<file path="config.mk">
export PLATFORM = sky130hd
export DESIGN_NAME = fxp_mul_vec_pipe
export DESIGN_NICKNAME = d
export VERILOG_FILES = /design/src/rtl/fxp_pkg.sv /design/src/rtl/fxp_mul_lane.sv /design/src/rtl/fxp_mul_vec_pipe.sv
export SDC_FILE = /design/constraint.sdc
export NUM_CORES = 2
export LEC_CHECK = 0
export ABC_AREA = 1
export CORE_MARGIN = 5
export CORE_UTILIZATION = 55
export DETAILED_ROUTE_END_ITERATION = 16
export DONT_BUFFER_PORTS = 1
export GPL_ROUTABILITY_DRIVEN = 0
export PLACE_DENSITY = 0.7
export REMOVE_ABC_BUFFERS = 1
export SYNTH_ARGS = -nofsm -noshare
export SYNTH_HDL_FRONTEND = slang
export SYNTH_SLANG_ARGS = --single-unit
</file>
<file path="constraint.sdc">
create_clock -name clk -period 6.5 [get_ports clk]
set_clock_uncertainty 0.2 [all_clocks]
set_input_delay 0.975 -clock clk [delete_from_list [all_inputs] [get_ports clk]]
set_output_delay 0.975 -clock clk [all_outputs]
set_load 0.03 [all_outputs]
</file>
<file path="src/rtl/fxp_pkg.sv">
// Shared definitions for the fixed-point vector multiplier: default lane
// widths, rounding-mode encodings and saturation-limit helpers.
package fxp_pkg;

  // Default lane geometry: A is 12.0, B is 1.31, result is 8.32
  localparam int FXP_NLANE_DEF = 4;
  localparam int FXP_WIIA_DEF  = 12;
  localparam int FXP_WIFA_DEF  = 0;
  localparam int FXP_WIIB_DEF  = 1;
  localparam int FXP_WIFB_DEF  = 31;
  localparam int FXP_WOI_DEF   = 8;
  localparam int FXP_WOF_DEF   = 32;
  localparam int FXP_DEPTH_DEF = 2;

  // Rounding modes
  localparam int FXP_RND_TRUNC   = 0;
  localparam int FXP_RND_HALF_UP = 1;

  // Widest result the limit helpers can produce
  localparam int FXP_MAXW = 256;

  function automatic int fxp_max(input int x, input int y);
    return (x > y) ? x : y;
  endfunction

  // Largest signed value of width w (0x7F..F), right-aligned
  function automatic logic [FXP_MAXW-1:0] fxp_sat_max(input int w);
    return (FXP_MAXW'(1) << (w - 1)) - FXP_MAXW'(1);
  endfunction

  // Smallest signed value of width w (0x80..0), right-aligned
  function automatic logic [FXP_MAXW-1:0] fxp_sat_min(input int w);
    return FXP_MAXW'(1) << (w - 1);
  endfunction

endpackage

</file>
<file path="src/rtl/fxp_mul_lane.sv">
// One multiply lane: operand register, full-precision signed product,
// rescale to WOI.WOF with optional half-up rounding, range check and
// (when FXP_MUL_SAT_EN is defined) clamp; then a DEPTH-1 result delay line.
// Every register advances only on en so the whole lane stalls as a unit.
module fxp_mul_lane
  import fxp_pkg::*;
#(
  parameter int WIIA  = FXP_WIIA_DEF,
  parameter int WIFA  = FXP_WIFA_DEF,
  parameter int WIIB  = FXP_WIIB_DEF,
  parameter int WIFB  = FXP_WIFB_DEF,
  parameter int WOI   = FXP_WOI_DEF,
  parameter int WOF   = FXP_WOF_DEF,
  parameter int ROUND = FXP_RND_HALF_UP,
  parameter int DEPTH = FXP_DEPTH_DEF
) (
  input  logic                   clk,
  input  logic                   rstn,
  input  logic                   en,
  input  logic [WIIA+WIFA-1:0]   a,
  input  logic [WIIB+WIFB-1:0]   b,
  output logic [WOI+WOF-1:0]     res,
  output logic                   ovf
);

  localparam int WA      = WIIA + WIFA;
  localparam int WB      = WIIB + WIFB;
  localparam int OW      = WOI + WOF;
  localparam int PW      = WA + WB;
  localparam int PF      = WIFA + WIFB;
  // Product fraction is either narrowed (right shift) or padded (left shift)
  localparam int SH_R    = (PF > WOF) ? (PF - WOF) : 0;
  localparam int SH_L    = (WOF > PF) ? (WOF - PF) : 0;
  // Working width: product + left pad + guard bit for the rounding carry,
  // and always at least one bit wider than the output for the range test
  localparam int AW      = PW + 1 + SH_L;
  localparam int XW      = fxp_max(AW, OW) + 1;
  localparam int RND_POS = (SH_R > 0) ? (SH_R - 1) : 0;
  localparam logic signed [XW-1:0] RND_INC =
    (ROUND == FXP_RND_HALF_UP && SH_R > 0) ? (XW'(1) << RND_POS) : XW'(0);

`ifdef FXP_MUL_SAT_EN
  localparam logic [OW-1:0] SAT_MAX = OW'(fxp_sat_max(OW));
  localparam logic [OW-1:0] SAT_MIN = OW'(fxp_sat_min(OW));
`endif

  logic signed [WA-1:0] a_q, a_d;
  logic signed [WB-1:0] b_q, b_d;

  logic signed [PW-1:0] prod;
  logic signed [XW-1:0] ext, ext_l, rnd, aligned;
  logic [XW-OW:0]       hi;
  logic [OW-1:0]        res_c;
  logic                 ovf_c;

  logic [DEPTH-2:0][OW-1:0] res_q, res_d;
  logic [DEPTH-2:0]         ovf_q, ovf_d;

  // Operand capture on pipeline advance
  always_comb begin
    a_d = a_q;
    b_d = b_q;
    if (en) begin
      a_d = a;
      b_d = b;
    end
  end

  // Operand register
  always_ff @(posedge clk or negedge rstn) begin
    if (!rstn) begin
      a_q <= '0;
      b_q <= '0;
    end else begin
      a_q <= a_d;
      b_q <= b_d;
    end
  end

  // Multiply, align fraction, round half-up (adds half LSB then floors), range check
  always_comb begin
    prod    = PW'(a_q) * PW'(b_q);
    ext     = XW'(prod);
    ext_l   = ext <<< SH_L;
    rnd     = ext_l + RND_INC;
    aligned = rnd >>> SH_R;
    // In range only if every bit above the output sign bit copies it
    hi      = aligned[XW-1:OW-1];
    ovf_c   = ~((&hi) | ~(|hi));
`ifdef FXP_MUL_SAT_EN
    res_c   = ovf_c ? (aligned[XW-1] ? SAT_MIN : SAT_MAX) : aligned[OW-1:0];
`else
    res_c   = aligned[OW-1:0];
`endif
  end

  // Result delay line; entry 0 is the freshly computed value
  always_comb begin
    res_d = res_q;
    ovf_d = ovf_q;
    if (en) begin
      res_d[0] = res_c;
      ovf_d[0] = ovf_c;
      for (int k = 1; k <= DEPTH - 2; k++) begin
        res_d[k] = res_q[k-1];
        ovf_d[k] = ovf_q[k-1];
      end
    end
  end

  // Result registers
  always_ff @(posedge clk or negedge rstn) begin
    if (!rstn) begin
      res_q <= '0;
      ovf_q <= '0;
    end else begin
      res_q <= res_d;
      ovf_q <= ovf_d;
    end
  end

  assign res = res_q[DEPTH-2];
  assign ovf = ovf_q[DEPTH-2];

endmodule

</file>
<file path="src/rtl/fxp_mul_vec_pipe.sv">
// NLANE-wide fixed-point multiplier with valid/ready flow control.
// The top owns the stage-valid shift register, the single global advance
// (stall) signal, operand-B broadcast and the sticky overflow flag; the
// arithmetic lives in fxp_mul_lane. Build with FXP_MUL_SAT_EN defined to
// clamp overflowing lanes instead of wrapping.
module fxp_mul_vec_pipe
  import fxp_pkg::*;
#(
  parameter int NLANE = FXP_NLANE_DEF,
  parameter int WIIA  = FXP_WIIA_DEF,
  parameter int WIFA  = FXP_WIFA_DEF,
  parameter int WIIB  = FXP_WIIB_DEF,
  parameter int WIFB  = FXP_WIFB_DEF,
  parameter int WOI   = FXP_WOI_DEF,
  parameter int WOF   = FXP_WOF_DEF,
  parameter int ROUND = FXP_RND_HALF_UP,
  parameter int DEPTH = FXP_DEPTH_DEF
) (
  input  logic                           clk,
  input  logic                           rstn,
  input  logic                           in_vld,
  output logic                           in_rdy,
  input  logic                           bcast,
  input  logic [NLANE*(WIIA+WIFA)-1:0]   ina,
  input  logic [NLANE*(WIIB+WIFB)-1:0]   inb,
  output logic                           out_vld,
  input  logic                           out_rdy,
  output logic [NLANE*(WOI+WOF)-1:0]     out,
  output logic [NLANE-1:0]               overflow,
  output logic                           ovf_sticky,
  input  logic                           clr_sticky
);

  localparam int WA = WIIA + WIFA;
  localparam int WB = WIIB + WIFB;
  localparam int OW = WOI + WOF;

  logic                       adv;
  logic [DEPTH:1]             vld_pipe_q, vld_pipe_d;
  logic                       ovf_sticky_q, ovf_sticky_d;
  logic [NLANE-1:0][WB-1:0]   b_sel;
  logic [NLANE-1:0][OW-1:0]   res;
  logic [NLANE-1:0]           lane_ovf;

  // Whole pipe moves when the output slot is empty or being drained
  assign out_vld = vld_pipe_q[DEPTH];
  assign adv     = out_rdy | ~out_vld;
  assign in_rdy  = adv;

  // Broadcast replicates lane 0 of B across all lanes
  always_comb begin
    for (int i = 0; i < NLANE; i++)
      b_sel[i] = bcast ? inb[0 +: WB] : inb[i*WB +: WB];
  end

  // Stage-valid shift: bubbles travel as zero bits
  always_comb begin
    vld_pipe_d = vld_pipe_q;
    if (adv) begin
      vld_pipe_d[1] = in_vld;
      for (int k = 2; k <= DEPTH; k++)
        vld_pipe_d[k] = vld_pipe_q[k-1];
    end
  end

  // Stage-valid register
  always_ff @(posedge clk or negedge rstn) begin
    if (!rstn) vld_pipe_q <= '0;
    else       vld_pipe_q <= vld_pipe_d;
  end

  // Sticky overflow: set on an overflowing transfer, set wins over clear
  always_comb begin
    ovf_sticky_d = ovf_sticky_q;
    if (clr_sticky)
      ovf_sticky_d = 1'b0;
    if (out_vld && out_rdy && (|lane_ovf))
      ovf_sticky_d = 1'b1;
  end

  // Sticky overflow register
  always_ff @(posedge clk or negedge rstn) begin
    if (!rstn) ovf_sticky_q <= 1'b0;
    else       ovf_sticky_q <= ovf_sticky_d;
  end

  assign ovf_sticky = ovf_sticky_q;

  for (genvar i = 0; i < NLANE; i++) begin : g_lane
    fxp_mul_lane #(
      .WIIA  (WIIA),
      .WIFA  (WIFA),
      .WIIB  (WIIB),
      .WIFB  (WIFB),
      .WOI   (WOI),
      .WOF   (WOF),
      .ROUND (ROUND),
      .DEPTH (DEPTH)
    ) u_lane (
      .clk  (clk),
      .rstn (rstn),
      .en   (adv),
      .a    (ina[i*WA +: WA]),
      .b    (b_sel[i]),
      .res  (res[i]),
      .ovf  (lane_ovf[i])
    );
  end

  assign out      = res;
  assign overflow = lane_ovf;

endmodule

</file>
; ---- Word-level counts from Yosys, hierarchy flattened
; Index checks and enable logic that the tools add are counted.
[op_classes]
muxes = 5
mul = 4
reduce_logical = 12
bitwise_logic = 14
[ops]
columns = operator, count
row1 = multiplier 12 x 32 -> 44 bit, 4
row2 = 2-to-1 mux 32 bit, 3
row3 = AND reduction 6 bit, 4
row4 = OR reduction 6 bit, 4
row5 = inverter 1 bit, 9
row6 = OR 1 bit, 5
row7 = OR reduction 4 bit, 1
row8 = logical AND 1 bit, 2
row9 = 2-to-1 mux 1 bit, 2
row10 = nonzero test 2 bit, 1
[totals]
register_bits = 339
output_inout_bits = 167
inputBits = 182
word_cells = 53

; ---- Longest topological paths before layout
[depth]
ltp_word = 5
mapped_depth = 31

; ---- Hierarchy
; From an unflattened synthesis, not the netlist that was laid out.
[unflattened]
cells_unflattened = 9394
area_unflattened_um2 = 69709.4
[modules_own_cells]
columns = module, seq_area_each_um2, area_each_um2, instances, cells_each
row1 = fxp_mul_lane (g_lane[1].u_lane ...), 2102.0, 17136.4, 2, 2285
row2 = fxp_mul_lane (g_lane[3].u_lane), 2102.0, 17148.9, 1, 2301
row3 = fxp_mul_lane (g_lane[0].u_lane), 2102.0, 17100.2, 1, 2267
row4 = fxp_mul_vec_pipe, 75.1, 1187.4, 1, 256

; ---- Worst setup path before layout
; No wires, ideal clock.
[synth_timing]
path_type = reg2reg
start = reg g_lane[0].u_lane.a_q[3]
end = reg g_lane[0].u_lane.ovf_q
t_arrival_ns = 4.968
t_required_ns = 6.182
period_less_slack_ns = 5.285
path_stages_with_launch = 28
setup_slack_ns = 1.215
path_cell_list = dfrtp_1 -> clkbuf_1 -> clkbuf_1 -> nand2_1 -> inv_1 -> fa_1 -> inv_1 -> fa_1 -> fa_1 -> inv_1 -> fa_1 -> inv_1 -> fa_1 -> inv_1 -> ha_1 -> nand2_1 -> inv_1 -> nand2_1 -> nand2_1 -> o21bai_1 -> a21oi_1 -> nand3_1 -> nand2_1 -> nand2_1 -> nor2_1 -> nand3_1 -> nand3_1 -> nand2_1
[synth_via]
elab_chain_len = 5
elab_cells_between_ends = 6
cone_classes = mul: 1 / bitwise: 3 / reduce/logical: 2
[synth_rtl]
columns = item, line
row1 = start: declaration, fxp_mul_lane.sv:47  ; logic signed [WA-1:0] a_q, a_d;
row2 = start signal: assignment, fxp_mul_lane.sv:72  ; a_q <= '0;
row3 = start signal: assignment, fxp_mul_lane.sv:75  ; a_q <= a_d;
row4 = multiplier 12 x 32 -> 44 bit (*), fxp_mul_lane.sv:82  ; prod = PW'(a_q) * PW'(b_q);
row5 = OR reduction 6 bit, fxp_mul_lane.sv:89  ; ovf_c = ~((&hi) | ~(|hi));
row6 = inverter 1 bit, fxp_mul_lane.sv:89
row7 = OR 1 bit (*), fxp_mul_lane.sv:89
row8 = inverter 1 bit (*), fxp_mul_lane.sv:89
row9 = end signal: assignment, fxp_mul_lane.sv:118  ; ovf_q <= ovf_d;
row10 = end: declaration, fxp_mul_lane.sv:57  ; logic [DEPTH-2:0] ovf_q, ovf_d;
; Every way passes the cells marked *; elsewhere a longest branch is shown, timed or not.
; A chain may end at the register's enable or synchronous reset.

; ---- Worst setup path after layout
[layout_timing]
start = reg g_lane[0].u_lane.a_q[1]
end = reg g_lane[0].u_lane.ovf_q
; Same word-level chain as after synthesis.

==> flow_summary.ini <==
[sta]
rsz0062_at_grt = false
fin_worst_hold_slack_ps = -158.7
maxClockFrequency_ghz = 0.1619
finalSetupViolations = 0
timing_worst_slew_pin_value_ps = 1360
timing.max_slew.rel_slack_pct = 9.302
final-max-slew-violation-count = 0
timing.final.crit_period_ps = 6177
timing.final.ws_setup_ps = 323.1
fin_crit_sh_pct = 95.03
timing_hold_violations_final = 339

[grt]
grt_start_max_net_pins = 340
overflow = 0
track_usage_pct = 31.18
first_global_vias = 58790
grt_first_pass_wirelength_um = 321700
initial_antenna_violation_count = 25

[clock_network]
insertion_delay_ps = 680
clk_pin_slew_worst_paths_ps = 60
number_of_buffers_on_the_longest_clock_path = 3
cts_htree_levels = 2
cts_inserted_buffers = 45
cts_root_buffer = sky130_fd_sc_hd__clkbuf_16
cts.sink_count = 339
cts_tree = yes

[detailed_routing]
post_drt_via_cell_ratio = 5.283
drt_iter0_markers = 4325
routed-via-count = 56060
drt_wl_total_um = 200900
drt-wirelength-per-cell_um = 18.93
detail-route-antenna-nets = 0
drt_pass1_iterations = 6
route.detailed.drc = 0

[logic_synthesis]
synth.cell_area_um2 = 68600
synth.distinct_cells = 42
instance_count_of_the_mapped_netlist = 9166
synth_seq_cells = 339
syn_area_per_cell_um2 = 7.484
synth.yosys.seq_area_share_pct = 12.37
ys_warn_count = 0

[cells_and_area]
most_common_cell_after_layout_fill_and_taps_aside = sky130_fd_sc_hd__nand2_1
flow.area_growth_from_synthesis_pct = 4.666
final_nets = 10830
fill_cells = 11380
share_of_final_layout_standard_cells_stronger_than_drive_strength_1_pct = 2.700
sequential_cell_area_in_the_final_layout_um2 = 8487
final_cell_mix = 2988 x sky130_fd_sc_hd__nand2_1, 2448 x sky130_fd_sc_hd__inv_1, 1352 x sky130_fd_sc_hd__fa_1
multi_input_comb_area_um2 = 49420

[hold_path]
timing.hold.worst.class = in2async

[die]
initial_utilization_pct = 55.41
std_cell_rows = 129
die_width_um = 363.2
dieHeight_um = 363.2
die-area_um2 = 131900
design.portCount = 349
coreArea_um2 = 123800

[worst_setup_path]
critical-path-slowest-cell = sky130_fd_sc_hd__dfrtp_1
cell_repeated_most_along_the_worst_path = sky130_fd_sc_hd__nand2_1
slowest_delay_ps = 660
start_kind = flop
critical_path_class = reg2reg
cp_data_required_time_ps = 6860
critical_path_peak_fanout = 6
crit_arrival_ps = 6530
worst-path-buf-inv = 5
timing.critical_path.to_type = flop
critical_path.top_delay_family = adder cells

[placement]
detailedPlacementHpwl_um = 161300
dpl_worst_slack_ps = 371.1
portBuffers = 0

[outcome]
run_status = complete, but fails checks
violations = negative hold slack

[run]
maxCapViolations = 0
## final timing paths
path	start	end	slack, ps	cells past startpoint
min in group clk	inb[17]	g_lane[0].u_lane.b_q[17]	210	2
setup / recovery	g_lane[0].u_lane.a_q[1]	g_lane[0].u_lane.ovf	320	25
setup reg to reg	g_lane[0].u_lane.a_q[1]	g_lane[0].u_lane.ovf	320	25
hold reg to reg	vld_pipe_q[1]	vld_pipe_q[2]	270	2
max in group asynchronous	rstn	g_lane[0].u_lane.a_q[9]	5630	0
hold / removal	rstn	g_lane[2].u_lane.a_q[4]	-160	0
## synthesized netlist by cell type
library cell	count	area, um2
sky130_fd_sc_hd__a31oi_1	6	37.54
sky130_fd_sc_hd__a21boi_1	1	7.510
sky130_fd_sc_hd__dfrtp_1	339	8483
sky130_fd_sc_hd__nand3b_1	9	67.56
sky130_fd_sc_hd__a21oi_2	6	52.55
sky130_fd_sc_hd__o31ai_1	3	22.52
sky130_fd_sc_hd__ha_1	364	4554
sky130_fd_sc_hd__nor3_1	4	20.02
sky130_fd_sc_hd__nor2_1	460	1727
sky130_fd_sc_hd__nor3b_1	1	7.510
sky130_fd_sc_hd__xnor2_1	51	446.7
sky130_fd_sc_hd__or2_0	3	18.77
sky130_fd_sc_hd__fa_1	1352	27070
sky130_fd_sc_hd__clkinv_1	1	3.750
sky130_fd_sc_hd__buf_2	7	35.03
sky130_fd_sc_hd__nand3_2	6	60.06
sky130_fd_sc_hd__o22ai_1	1	6.260
sky130_fd_sc_hd__a31o_2	1	8.760
sky130_fd_sc_hd__nand4_1	54	337.8
sky130_fd_sc_hd__nor4_1	1	6.260
sky130_fd_sc_hd__clkbuf_1	285	1070
sky130_fd_sc_hd__nand3_1	132	660.6
sky130_fd_sc_hd__inv_2	4	15.01
sky130_fd_sc_hd__xor2_1	63	551.8
sky130_fd_sc_hd__or2_2	2	12.51
sky130_fd_sc_hd__o21ai_0	129	645.6
sky130_fd_sc_hd__o21ai_2	1	8.760
sky130_fd_sc_hd__a21boi_0	1	7.510
sky130_fd_sc_hd__buf_1	102	382.9
sky130_fd_sc_hd__buf_4	8	60.06
sky130_fd_sc_hd__nor2_2	7	43.79
sky130_fd_sc_hd__o211ai_1	2	15.01
sky130_fd_sc_hd__conb_1	1	3.750
sky130_fd_sc_hd__o21ai_4	2	32.53
sky130_fd_sc_hd__a22oi_1	9	67.56
sky130_fd_sc_hd__a21oi_1	259	1296
sky130_fd_sc_hd__nand2_1	2988	11220
sky130_fd_sc_hd__o21bai_1	31	232.7
sky130_fd_sc_hd__o21ai_1	11	55.05
sky130_fd_sc_hd__or2_1	5	31.28
sky130_fd_sc_hd__inv_1	2449	9193
sky130_fd_sc_hd__nand2_2	5	31.28
## cell families after synthesis
logic type	after synthesis	synth area share (%)
buf+inv	2856	15.68
flops	339	12.37
fa+ha+maj	1716	46.09
other cells	1	0.005466
xor+xnor	114	1.455
simple gates	3677	20.76
compound gates	463	3.639
## registers in the layout (all words and copies together), names as in the netlist
signal             flops
g_lane.u_lane.b_q    128
g_lane.u_lane.a_q     48
ovf_sticky             1
vld_pipe_q             2
g_lane.u_lane.ovf      4
g_lane.u_lane.res    156
## per-layer routing
metal,part of all wire (%),track usage (%),wire [um],vias up
li1,-,-,-,25470
met1,38,39.43,77280,27620
met2,46,50.04,91790,2439
met3,11,9.967,22590,505
met4,4.5,12.75,9052,24
met5,0.084,0,169,-
## cell type report
cell class	count	share of cell area, %
Multi-Input combinational cell	5974	68.83
Inverter	2454	12.84
Sequential cell	339	11.82
Tap cell	1637	2.853
Clock buffer	55	1.690
Timing Repair Buffer	113	1.443
Clock inverter	27	0.4740
Antenna cell	13	0.04531
## through the flow
step                      hold WS, ps  util, %  std cells   TNS, ps  instance area [um2]
after floorplan                 218.4        -       8767  -4688300                67060
after global routing           -184.1    57.98      10600         0                71770
after detailed placement        258.3    56.71      10520         0                70210
final                          -158.7    58.00      10610         0                71800
after global placement          241.8    56.71      10520         0                70210
after CTS                      -223.9    57.97      10600         0                71770
## repair_timing
| item | in CTS | in global routing |
|---|---|---|
| endpoints found under the hold margin | 339 | 339 |
| setup endpoints to repair | 0 | 1 |
| setup buffers | 0 | 0 |
| resized for setup | 0 | 3 |
Power is not shown: default switching activity piles up to over one toggle a cycle in this logic, so the estimate is an artifact.
